## src/rtl/clock_time_controller.sv

```systemverilog
// Seconds prescaler, counter chaining and RUN/SET_HR/SET_MIN button FSM.
// Optional HOLD_REPEAT_EN macro adds auto-repeat on a held adjust button.
module clock_time_controller #(
  parameter int PRESCALE     = 10000,
  parameter int BLINK_DIV    = 5000,
  parameter int REPEAT_DELAY = 5000,
  parameter int REPEAT_RATE  = 1000
) (
  input  logic       clk_i,
  input  logic       rst_i,
  input  logic       mode_btn_i,
  input  logic       adj_btn_i,
  input  logic       sec_ovf_i,
  input  logic       min_ovf_i,
  output logic       sec_inc_o,
  output logic       min_inc_o,
  output logic       hr_inc_o,
  output logic       sec_clr_o,
  output logic [1:0] mode_o,
  output logic       hr_disp_en_o,
  output logic       min_disp_en_o
);

  typedef enum logic [1:0] {
    RUN     = 2'd0,
    SET_HR  = 2'd1,
    SET_MIN = 2'd2,
    BAD     = 2'd3
  } state_t;

  localparam int PW = $clog2(PRESCALE);
  localparam int BW = $clog2(BLINK_DIV + 1);
  localparam logic [PW-1:0] P_MAX = PW'(PRESCALE - 1);
  localparam logic [BW-1:0] B_MAX = BW'(BLINK_DIV - 1);

  state_t          state_q;
  logic [PW-1:0]   pre_q;
  logic [BW-1:0]   blk_q;
  logic            phase_q;
  logic            mode_q;
  logic            adj_q;
  logic            sec_clr_q;
  logic            mode_press;
  logic            adj_press;
  logic            adj_evt;
  logic            run;
  logic            in_set;

  assign mode_press = mode_btn_i & ~mode_q;
  assign adj_press  = adj_btn_i & ~adj_q;
  assign run        = (state_q == RUN);
  assign in_set     = (state_q == SET_HR) | (state_q == SET_MIN);

`ifdef HOLD_REPEAT_EN
  localparam int RW = $clog2(REPEAT_DELAY + REPEAT_RATE + 1);
  localparam logic [RW-1:0] R_HIT = RW'(REPEAT_DELAY);
  localparam logic [RW-1:0] R_TOP = RW'(REPEAT_DELAY + REPEAT_RATE - 1);

  logic [RW-1:0] rpt_q;
  logic          hold;

  assign hold = in_set & adj_btn_i & ~mode_press;

  // After the first repeat, wrap back so hits recur every REPEAT_RATE
  always_ff @(posedge clk_i or posedge rst_i) begin
    if (rst_i) begin
      rpt_q <= '0;
    end else if (!hold) begin
      rpt_q <= '0;
    end else if (rpt_q == R_TOP) begin
      rpt_q <= R_HIT;
    end else begin
      rpt_q <= rpt_q + 1'b1;
    end
  end

  assign adj_evt = adj_press | (hold & (rpt_q == R_HIT));
`else
  logic unused_rpt;
  assign unused_rpt = ^{REPEAT_DELAY, REPEAT_RATE};
  assign adj_evt    = adj_press;
`endif

  always_ff @(posedge clk_i or posedge rst_i) begin
    if (rst_i) begin
      state_q   <= RUN;
      mode_q    <= 1'b1;
      adj_q     <= 1'b1;
      sec_clr_q <= 1'b0;
    end else begin
      mode_q    <= mode_btn_i;
      adj_q     <= adj_btn_i;
      sec_clr_q <= (state_q == SET_MIN) & mode_press;
      unique case (state_q)
        RUN:     if (mode_press) state_q <= SET_HR;
        SET_HR:  if (mode_press) state_q <= SET_MIN;
        SET_MIN: if (mode_press) state_q <= RUN;
        default: state_q <= RUN;
      endcase
    end
  end

  always_ff @(posedge clk_i or posedge rst_i) begin
    if (rst_i) begin
      pre_q <= '0;
    end else if (!run || pre_q == P_MAX) begin
      pre_q <= '0;
    end else begin
      pre_q <= pre_q + 1'b1;
    end
  end

  // Mode press restarts the blink so a new SET state starts visible
  always_ff @(posedge clk_i or posedge rst_i) begin
    if (rst_i) begin
      blk_q   <= '0;
      phase_q <= 1'b1;
    end else if (mode_press || !in_set) begin
      blk_q   <= '0;
      phase_q <= 1'b1;
    end else if (blk_q == B_MAX) begin
      blk_q   <= '0;
      phase_q <= ~phase_q;
    end else begin
      blk_q   <= blk_q + 1'b1;
    end
  end

  assign sec_inc_o = ~rst_i & run & (pre_q == P_MAX);

  assign min_inc_o = ~rst_i & (run ? sec_ovf_i :
    (state_q == SET_MIN) & adj_evt & ~mode_press);

  assign hr_inc_o = ~rst_i & (run ? min_ovf_i :
    (state_q == SET_HR) & adj_evt & ~mode_press);

  assign sec_clr_o     = sec_clr_q;
  assign mode_o        = state_q;
  assign hr_disp_en_o  = (state_q == SET_HR) ? phase_q : 1'b1;
  assign min_disp_en_o = (state_q == SET_MIN) ? phase_q : 1'b1;

endmodule

```

## config.mk

```make
export PLATFORM = sky130hd
export DESIGN_NAME = clock_time_controller
export DESIGN_NICKNAME = d
export VERILOG_FILES = /design/src/rtl/clock_time_controller.sv
export SDC_FILE = /design/constraint.sdc
export NUM_CORES = 1
export LEC_CHECK = 0
export BUFFER_PORTS_ARGS = -buffer_cell sky130_fd_sc_hd__buf_2
export CORE_UTILIZATION = 58
export DETAILED_ROUTE_END_ITERATION = 8
export HOLD_SLACK_MARGIN = 0.03
export PLACE_DENSITY = 0.78
export SYNTH_ARGS = -nofsm -noshare
export SYNTH_HDL_FRONTEND = slang
export SYNTH_SLANG_ARGS = --single-unit
export TNS_END_PERCENT = 100
```

## constraint.sdc

```tcl
create_clock -name clk_i -period 2.07 [get_ports clk_i]
set_input_delay 0.207 -clock clk_i [delete_from_list [all_inputs] [get_ports clk_i]]
set_output_delay 0.207 -clock clk_i [all_outputs]
set_load 0.02 [all_outputs]
```

==> impl_metrics.tcl <==
set metrics [dict create \
    cp_data_required_time_ns 1.86 \
    outcome "finished with violations" \
    drive_gt1_frac 0.184 \
    routed-via-count 1181 \
    most-common-layout-cells "sky130_fd_sc_hd__nor2_1, sky130_fd_sc_hd__dfrtp_1, sky130_fd_sc_hd__xnor2_1" \
    io_buffers 13 \
    cp.arrival_ns 2.00 \
    ir_drop_mv 0.658 \
    routabilityCongestion 0.879 \
    insertedDiodeCount 0 \
    netlist_area_um2 1640 \
    cts_max_path_buffers 2 \
    postRouteAntennaNets 0 \
    floorplan.rows 18 \
    switchingPower_w 0.000532 \
    ys_top_cells_by_area "sky130_fd_sc_hd__dfrtp_1, sky130_fd_sc_hd__xnor2_1, sky130_fd_sc_hd__nor2_1" \
    power_share_of_the_clock_group 0.234 \
    flow.area_growth_from_synthesis_pct 14.0 \
    grt_start_max_net_pins 24 \
    worst_clock_skew_ns 0.0102 \
    total_global_routing_overflow 0 \
    cts_made_buffers 5 \
    tritoncts_num_sinks 33 \
    postSynthNetCount 174 \
    timing.final.ws_setup_ns -0.141 \
    h-tree-depth 2 \
    synth_largest_area_cell "sky130_fd_sc_hd__dfrtp_1" \
    synth_top_cell_area_share 0.457 \
    finalNetCount 201 \
    yosysWarningCount 0 \
    power_switching_share 0.341 \
    timing.hold.worst.class "primary input to asynchronous set/reset pin" \
    fmaxAchievable_mhz 452 \
    synth_area_per_cell_um2 10.1 \
    cellLeakagePower_nw 0.816 \
    groute.usage.overall 0.222 \
    start_point_of_the_critical_path "pre_q[7]" \
    timing.max_slew.rel_slack 0.722 \
    core_area_um2 2570 \
    fin_area_um2 1870 \
    io_pins 14 \
    p_total_w 0.00156 \
    initial_core_util 0.640 \
    root_buffer "sky130_fd_sc_hd__clkbuf_4" \
    grt_antenna_before_repair 0 \
    drtIter0Drc 44 \
    period_share 1.07 \
    die_footprint_um2 3050 \
    hpwl_mm 2.03 \
    setup_viol_count_final 1 \
    via_count_of_the_first_global_routing_pass 1215 \
    clk-insertion-delay-late_ns 0.32 \
    synthAdderAreaFrac 0.0457 \
    wirelength_mm 2.87 \
    grt_pass1_wl_mm 5.26 \
    cts.clk_slew.worst_paths_ns 0.10 \
    vias_per_cell 5.37 \
    drt_pre_antenna_iters 4 \
    largest_family_of_logic_cells_by_synthesized_area "simple AND/OR/NAND/NOR gates" \
    floorplan.die.height_um 55.2 \
    grt_setup_unrepaired "true" \
    worstPathMaxFanout 3 \
    die-width_um 55.2 \
    timing_worst_setup_path_type "flop to output port" \
    seq_area_frac_synth 0.505 \
    violations_in_the_final_reports "negative setup slack" \
    synth_mux_area_frac 0 \
    placed_area_um2 1750 \
    critical_path.reg2reg.startpoint "blk_q[10]" \
    final_period_minus_worst_setup_slack_ns 2.21 \
    layout_commonest_cell "sky130_fd_sc_hd__nor2_1" \
    post_synth_xor_area_fraction 0.128 \
    synth_simple_gate_area_frac 0.270 \
    drc_violation_count_after_routing 0 \
    fin_worst_hold_slack_ns 0.453 \
    powerDensity_nw_per_um2 834 \
    finalMaxSlewViolations 0 \
    fin_setup_tns_ns -0.141 \
    synth_compound_area_frac 0.0213 \
    p_int_w 0.00103 \
    combinationalPowerShare 0.276 \
    cap_viol_max_count 0 \
    worst_setup_path_start_kind "flop" \
    fraction_of_power_consumed_by_sequential_logic 0.490 \
    ys_seq_elements 33 \
    timing_hold_violations_final 0 \
    cts_tree "built" \
    synth_cell_type_count 30 \
    post_layout_nonfiller_instances 220 \
    syn_inst 162 \
    detail_route.wl_per_cell_um 13.1 \
    dpl.cell_count 206 \
    worst_tran_pin_value_ns 0.417 \
    worst_setup_end_kind "output port" \
]
-- registers in the layout (all words and copies together) (netlist names) --
| name | flops |
|---|---|
| mode_q | 1 |
| phase_q | 1 |
| sec_clr_o | 1 |
| mode_o | 2 |
| pre_q | 14 |
| adj_q | 1 |
| blk_q | 13 |
-- repair_timing --
item	4_1_cts	5_1_grt
setup buffers	2	1
resized for setup	2	3
pin swaps	2	0
endpoints found under the setup margin	1	3
hold endpoints to repair	11	0
hold buffers	3	0
-- power by group through the flow --
stage	sequential (W)	clock, W	combinational (W)
6_report	0.000766	0.000366	0.000430
3_5_place_dp	0.000780	0	0.000414
2_1_floorplan	0.000791	0	0.000348
3_3_place_gp	0.000776	0	0.000402
5_1_grt	0.000779	0.000408	0.000506
4_1_cts	0.000767	0.000380	0.000421
-- layer usage --
metal	track usage	part of all wire	routed length, µm	up-vias
li1	-	-	-	601
met1	0.268	0.45	1280	545
met2	0.382	0.50	1450	31
met3	0.0749	0.039	113	4
met4	0.0571	0.0094	27	0
met5	0	0	0	-
-- logic make-up (layout without fill, tap and decap cells) --
logic type | Yosys count | in the layout
simple gates | 85 | 85
buf+inv | 9 | 37
fa+ha+maj | 6 | 6
xor+xnor | 24 | 24
flops | 33 | 33
compound gates | 5 | 5
-- stage by stage --
| step | setup WS [ns] | util |
|---|---|---|
| 3_5_place_dp | 0.0950 | 0.680 |
| 5_1_grt | -0.224 | 0.730 |
| 2_1_floorplan | 0.136 | - |
| 4_1_cts | -0.140 | 0.723 |
| 3_3_place_gp | 0.0943 | 0.680 |
| 6_report | -0.141 | 0.730 |
-- worst paths after layout --
kind,end,slack (ns),cells after the start
min reg2reg,blk_q[0],0.47,1
max reg2reg,blk_q[6],0.18,4
min,pre_q[1],0.45,3
min in group clk_i,blk_q[0],0.47,1
max,sec_inc_o,-0.14,4
max in group asynchronous,phase_q,0.94,4
-- area by class of cell --
| type | instances | area [µm²] |
|---|---|---|
| repair buffers | 22 | 146 |
| multi-input cells | 120 | 774 |
| fillers | 196 | 694 |
| well taps | 30 | 37.5 |
| inverters | 7 | 26.3 |
| flip-flops and latches | 33 | 830 |
| clock buffers | 8 | 58.8 |
-- synthesized netlist by cell type --
cell and instances:
sky130_fd_sc_hd__nand3_4 1, sky130_fd_sc_hd__or4_4 2, sky130_fd_sc_hd__and2b_1 1, sky130_fd_sc_hd__inv_1 7, sky130_fd_sc_hd__nor2b_1 2, sky130_fd_sc_hd__nand3_1 7, sky130_fd_sc_hd__ha_1 6, sky130_fd_sc_hd__nor4_1 3
sky130_fd_sc_hd__a22o_1 2, sky130_fd_sc_hd__o31ai_1 1, sky130_fd_sc_hd__nand4_1 6, sky130_fd_sc_hd__xnor2_1 15, sky130_fd_sc_hd__nor3_1 8, sky130_fd_sc_hd__nand3b_1 1, sky130_fd_sc_hd__and4_1 1, sky130_fd_sc_hd__or3_1 2
sky130_fd_sc_hd__and2_1 3, sky130_fd_sc_hd__buf_4 1, sky130_fd_sc_hd__a21oi_1 1, sky130_fd_sc_hd__nand2b_1 3, sky130_fd_sc_hd__nor2_1 33, sky130_fd_sc_hd__nand2_2 1, sky130_fd_sc_hd__buf_8 1, sky130_fd_sc_hd__or4b_1 2
sky130_fd_sc_hd__dfstp_2 3, sky130_fd_sc_hd__and3_1 1, sky130_fd_sc_hd__nand2_1 8, sky130_fd_sc_hd__o21ai_0 1, sky130_fd_sc_hd__xor2_1 9, sky130_fd_sc_hd__dfrtp_1 30
-- critical path, cell delays in order, from the launching register on --
cell and delay [ns]:
sky130_fd_sc_hd__dfrtp_1 0.40, sky130_fd_sc_hd__or4b_1 0.51, sky130_fd_sc_hd__or4_4 0.44, sky130_fd_sc_hd__and2b_1 0.22
sky130_fd_sc_hd__buf_6 0.11
No activity file was read; power rests on OpenSTA's default activity.
